## src/rtl/instr_fetch.sv

```systemverilog
// Instruction fetch unit: two-entry prefetch queue feeding the decoder one half-word at a time,
// with single-outstanding memory reads and jump redirects (including entry at a right half).
module instr_fetch #(
    parameter logic [19:0] RESET_ADDR = 20'h00000
) (
    input  logic        clk,
    input  logic        rst_n,
    output logic        mem_req,
    output logic [19:0] mem_addr,
    input  logic        mem_ack,
    input  logic [63:0] mem_rdata,
    output logic        ins_valid,
    output logic [63:0] ins_word,
    output logic        ins_tkk,
    output logic [19:0] ins_pc,
    input  logic        ins_take,
    input  logic        jump,
    input  logic [19:0] jump_addr,
    input  logic        jump_right
);

    typedef struct packed {
        logic [63:0] word;
        logic [19:0] pc;
    } entry_t;

    entry_t      queue [2];
    logic        head;
    logic        tail;
    logic [1:0]  count;
    logic [19:0] fpc;
    logic [19:0] req_addr;
    logic        pending;
    logic        discard;
    logic        tkk;
    logic        skip_left;

    logic ack_live;
    logic push;
    logic pop;
    logic advance;

    always_comb begin
        ack_live = mem_ack && pending;
        push     = ack_live && !discard && !jump;
        advance  = ins_take && (count != 2'd0) && !jump;
        pop      = advance && tkk;
    end

    // NOTE: synchronous reset lives inside the clocked block; all state updates use <= so every
    // branch sees the pre-edge values of pending/count/fpc.
    always_ff @(posedge clk) begin
        if (!rst_n) begin
            head      <= 1'b0;
            tail      <= 1'b0;
            count     <= 2'd0;
            fpc       <= RESET_ADDR;
            req_addr  <= RESET_ADDR;
            pending   <= 1'b0;
            discard   <= 1'b0;
            tkk       <= 1'b0;
            skip_left <= 1'b0;
        end else if (jump) begin
            head      <= 1'b0;
            tail      <= 1'b0;
            count     <= 2'd0;
            fpc       <= jump_addr;
            tkk       <= 1'b0;
            skip_left <= jump_right;
            if (!pending) begin
                pending  <= 1'b1;
                req_addr <= jump_addr;
            end else if (mem_ack) begin
                // Ack coincides with the jump: its data is simply not pushed.
                pending <= 1'b0;
                discard <= 1'b0;
            end else begin
                discard <= 1'b1;
            end
        end else begin
            if (ack_live) begin
                pending <= 1'b0;
                discard <= 1'b0;
            end else if (!pending && count != 2'd2) begin
                pending  <= 1'b1;
                req_addr <= fpc;
            end
            if (push) begin
                tail <= ~tail;
                fpc  <= fpc + 20'd1;
            end
            if (pop) begin
                head <= ~head;
            end
            count <= count + 2'(push) - 2'(pop);
            // First word after a right-half jump starts at its right half.
            if (push && count == 2'd0 && skip_left) begin
                tkk       <= 1'b1;
                skip_left <= 1'b0;
            end else if (advance) begin
                tkk <= ~tkk;
            end
        end
    end

    // NOTE: queue storage is not reset; its contents are only visible through ins_valid gating.
    always_ff @(posedge clk) begin
        if (push) begin
            queue[tail] <= '{word: mem_rdata, pc: fpc};
        end
    end

    always_comb begin
        mem_req   = pending;
        mem_addr  = req_addr;
        ins_valid = (count != 2'd0);
        ins_tkk   = tkk;
        ins_word  = ins_valid ? queue[head].word : 64'd0;
        ins_pc    = ins_valid ? queue[head].pc : 20'd0;
    end

endmodule

```

## config.mk

```make
export PLATFORM = sky130hd
export DESIGN_NAME = instr_fetch
export DESIGN_NICKNAME = d
export VERILOG_FILES = /design/src/rtl/instr_fetch.sv
export SDC_FILE = /design/constraint.sdc
export NUM_CORES = 1
export LEC_CHECK = 0
export BUFFER_PORTS_ARGS = -buffer_cell sky130_fd_sc_hd__buf_2
export CAP_MARGIN = 10
export CELL_PAD_IN_SITES_DETAIL_PLACEMENT = 1
export CELL_PAD_IN_SITES_GLOBAL_PLACEMENT = 2
export CORE_AREA = 2 2 166 168
export DETAILED_ROUTE_END_ITERATION = 8
export DIE_AREA = 0 0 168 170
export HOLD_SLACK_MARGIN = 0.12
export MAX_ROUTING_LAYER = met4
export PLACE_DENSITY = 0.71
export SLEW_MARGIN = 25
export SYNTH_ARGS = -nofsm -noshare
export SYNTH_HDL_FRONTEND = slang
export SYNTH_SLANG_ARGS = --single-unit
```

## constraint.sdc

```tcl
create_clock -name clk -period 8.55 [get_ports clk]
set_input_delay 1.71 -clock clk [delete_from_list [all_inputs] [get_ports clk]]
set_output_delay 1.71 -clock clk [all_outputs]
set_load 0.005 [all_outputs]
```

# Word level (Yosys, flattened, before mapping)

Memory sizes are Yosys's and may differ from the RTL's. A register that Yosys moved wholly into a read port is not among the register bits.
Cells that the tools add are included.

Reductions and logical operators: 23
Eq/ne operators: 4
Bitwise logic cells: 4
Muxes and demuxes: 24
$add $sub $neg: 3

Operator list:

| kind                                                            | number |
|---|---|
| 20-bit two-way mux                                              | 7 |
| 64-bit two-way mux                                              | 1 |
| 20-bit by 1-bit adder with 20-bit output, second input constant | 1 |
| 1-bit two-way mux                                               | 16 |
| 2-bit nonzero test                                              | 6 |
| 1-bit logical AND                                               | 9 |
| 2-bit != test, second input constant                            | 3 |
| 1-bit inverter                                                  | 4 |
| 1-bit zero test                                                 | 3 |
| 3-bit AND reduction                                             | 1 |
| 3-bit nonzero test                                              | 1 |
| 2-bit by 1-bit adder with 2-bit output                          | 1 |
| 2-bit zero test                                                 | 1 |
| 2-bit by 1-bit != test with 1-bit output, second input constant | 1 |
| 2-bit AND reduction                                             | 1 |
| 2-bit OR reduction                                              | 1 |
| 2-bit by 1-bit subtractor with 2-bit output                     | 1 |

Logic and storage cells: 68
Memories kept: 1
Output and inout bits: 107
Bits in registers: 48
Bits of input ports: 90
Bits in writable memories: 168

Memories:

| name  | words | bits a word | read ports | clocked after Yosys merged registers in | wr ports | RTL line | source |
|---|---|---|---|---|---|---|---|
| queue | 2     | 84          | 1          | 1                                       | 1        | 27       | `entry_t queue [2];` |

# Depth between registers and ports, before layout

Word-level depth: 7
Gate-level depth with buffers: 10
Depth with buffers taken out: 9

# Worst setup path before layout

Ideal clock, no wire load.

Kind: input to register
Start point: input port jump
End point: memory queue[0][0] in the netlist's numbering, enable pin
Data required time: 7.921 ns
Arrival: 7.862 ns
Stages on the path: 3
Slack: 0.059 ns
Setup time: 0.629 ns
Path buffers: 2
Cells stage by stage: clkbuf_1 clkbuf_1 nor3_1

Cells in the longest elaborated chain, start to end: 4

RTL lines:

| element                                 | RTL line | source |
|---|---|---|
| start: declaration                      | 17       | `input logic jump,` |
| 1-bit zero test                         | 45       | `push = ack_live && !discard && !jump;` |
| 1-bit logical AND                       | 45       |  |
| 1-bit two-way mux                       | 108      | `if (push) begin` |
| 1-bit two-way mux (implied by the code) | 109      | `queue[tail] <= '{word: mem_rdata, pc: fpc};` |
| end: declaration                        | 27       |  |

Every way passes these cells.

# Final worst setup path

Start point: register count[1]
End point: output port ins_word[16]

Cells in the longest elaborated chain, start to end: 2

RTL lines:

| element                  | RTL line | source |
|---|---|---|
| start: declaration       | 30       | `logic [1:0] count;` |
| start signal: assignment | 95       | `count <= count + 2'(push) - 2'(pop);` |
| 2-bit nonzero test       | 116      | `ins_valid = (count != 2'd0);` |
| 64-bit two-way mux       | 118      | `ins_word = ins_valid ? queue[head].word : 64'd0;` |
| end: declaration         | 13       | `output logic [63:0] ins_word,` |

Every way passes these cells.

==> results_dict.tcl <==
set metrics [dict create \
    core_area_um2 26650 \
    routedWlPerCell_um 17.39 \
    synth_edf_count 168 \
    grt_max_degree 64 \
    grt_use_met3_pct 2.977 \
    drtPass1Iterations 4 \
    endpoint_kind "output pin" \
    die_area_um2 28560 \
    rsz0062_at_grt "no" \
    rrSetupSlack_ns 5.83 \
    p_comb_share_pct 4.8 \
    synth_xor_area_share_pct 1.508 \
    fin_area_um2 10890 \
    syn_area_per_cell_um2 13.74 \
    clk_latency_ns 0.51 \
    peakVddDrop_v 0.0001215 \
    ys_seq_elements 217 \
    antenna_found_initial 3 \
    synth_warnings 0 \
    io_buffers 196 \
    cts_made_buffers 26 \
    drc 0 \
    layout.nets 916 \
    ant_nets 0 \
    crit_fanout 63 \
    ios 197 \
    top_usage_layer "met2" \
    setup_viol 0 \
    finalCritPeriodShare_pct 48.65 \
    ys.flop_type "edfxtp_1" \
    hold_path_class "flip-flop to flip-flop" \
    gr-total-overflow 0 \
    gp_congestion 0.7156 \
    postCtsHoldBufs 0 \
    p_int_mw 1.883 \
    dp_hpwl_um 13490 \
    final_common_cell "buf_2" \
    synth_fa_ha_area_share_pct 0.2873 \
    worstPathArrival_ns 2.45 \
    crit_required_ns 6.84 \
    drt_iter0_markers 349 \
    fmax_mhz 240.4 \
    crit_type "flip-flop to output pin" \
    status "completed" \
    final_cell_mix "buf_2 (196), edfxtp_1 (168), mux2i_1 (97)" \
    fin_cells 1189 \
    power.leakage_nw 4.278 \
    endpoint "ins_word[16]" \
    clock_path_buffers 3 \
    slew_headroom_pct 39.53 \
    max_cap_viol_count 0 \
    synthDistinctLibCells 41 \
    die_w_um 168 \
    path_cells "nor2_4 > buf_4 > nor2_1 > buf_2" \
    layout-drive-gt1-share_pct 29.38 \
    hold_violations 0 \
    drv_slew 0 \
    die_y_um 170 \
    grt_pass1_wl_um 32910 \
    reg2reg_from "mem_req" \
    yosysSeqAreaShare_pct 69.19 \
    cpPeakStageDelay_ns 0.69 \
    dp.cells 1137 \
    grtUsageTotal_pct 14.80 \
    vias 5707 \
    syn_area_um2 8710 \
    grt_pass1_vias 5918 \
    synth_top_family_by_area "multiplexers" \
    area_delta_synth_final_pct 25.04 \
    final.setup.tns_ns 0 \
    cts_tree "yes" \
    cts_setup_buffers 0 \
    rows 60 \
    clk_pin_slew_ns 0.06 \
    fin_hold_ws_ns 0.4956 \
    totalWireLength_um 20670 \
    cts-root-buf "clkbuf_16" \
    cts-htree-levels 1 \
    crit_path_top_delay_cell "buf_4" \
    r2r-end "queue[1][3]" \
    synth_compound_area_share_pct 6.005 \
    vias_per_cell 4.800 \
    syn-num-nets 726 \
    start_util_pct 32.68 \
    synthSimpleGateAreaFrac_pct 9.740 \
    cp-start-kind "flip-flop" \
    ff2ff_path_depth 3 \
    startpoint "count[1]" \
    gr-usage-met2_pct 22.28 \
    period_needed_ns 4.160 \
    synthesis.instances 634 \
    worst_pin_slew_ns 0.9061 \
    dpl-instance-area_um2 10040 \
    clkSinkCount 217 \
    clkPwrFrac_pct 45.1 \
    swShare_pct 20.54 \
    power.share.sequential_pct 50.1 \
    fin_skew_ns 0.01077 \
    async_flop_share_pct 0 \
    p_switching_uw 486.8 \
    finalPower_mw 2.370 \
    grt_util_met1_pct 20.78 \
    p_per_area_nw_per_um2 217.6 \
    cts_resized 0 \
    yosys-mux-area-fraction_pct 11.15 \
]
critical path: cells and delay by family (launching register included):
kind,cells,cell delay [ns]
buffers and inverters,2,0.88
AND/OR/NAND/NOR,2,0.67
flip-flops,1,0.35
worst min path at each step:
stage               depth (start not counted)    startpoint           end
CTS                                         1  mem_addr[12]  mem_addr[12]
detailed placement                          1  mem_addr[17]  mem_addr[17]
finish                                      1   mem_addr[5]   mem_addr[5]
global route                                1  mem_addr[17]  mem_addr[17]
floorplan                                   0        fpc[2]   queue[0][2]
global placement                            1   mem_addr[4]   mem_addr[4]
per-stage QoR:
| step | setup WS (ns) | util, % |
|---|---|---|
| after CTS | 4.315 | 40.83 |
| after floorplan | 0.05910 | - |
| after detailed placement | 3.867 | 37.67 |
| final | 4.390 | 40.86 |
| after global routing | 4.179 | 40.85 |
| after global placement | 3.910 | 37.65 |
cells in the mapped netlist, types with 5 or more instances:
library cell | number | area (µm²)
a21oi_1 | 11 | 55.05
a31oi_1 | 5 | 31.28
buf_1 | 8 | 30.03
clkbuf_1 | 29 | 108.9
dfxtp_1 | 49 | 980.9
edfxtp_1 | 168 | 5045
inv_1 | 7 | 26.28
mux2i_1 | 97 | 970.9
nand2_1 | 30 | 112.6
nand2b_1 | 6 | 37.54
nand3_1 | 12 | 60.06
nand4_1 | 6 | 37.54
nor2_1 | 96 | 360.4
nor3_1 | 7 | 35.03
o211a_1 | 23 | 230.2
o211ai_1 | 6 | 45.04
o21ai_0 | 19 | 95.09
xnor2_1 | 12 | 105.1
layer usage:
layer,routed length [µm],share of wire [%]
met2,8967,43
met5,0,0
met4,350,1.7
met1,10070,49
met3,1281,6.2
power by group through the flow:
stage	clock [mW]	sequential [mW]	combinational (mW)
after global placement	0	1.21	0.112
final	1.07	1.19	0.113
after floorplan	0	1.21	0.0603
after CTS	1.11	1.19	0.116
after detailed placement	0	1.21	0.115
after global routing	1.15	1.19	0.128
final cells by class:
cell class	count	area [µm²]
multi-input cells	369	2519
flip-flops and latches	217	6030
fillers	2847	15760
clock inverters	13	136.4
diodes	4	10.01
repair buffers	203	1037
inverters	7	26.28
clock buffers	35	705.7
well taps	341	426.7
registers in the layout (all words and copies together), names as in the netlist, named ones only:
register and flops:
ins_tkk 1, skip_left 1, mem_req 1, tail 1, queue 168, head 1
count 2, fpc 20, mem_addr 20, discard 1
logic make-up after synthesis:
kind of cell	after synthesis
fa+ha+maj	2
mux	97
compound gates	72
buf+inv	48
simple gates	183
flops	217
xor+xnor	15
Note: power is estimated with default switching activity, not from simulation.
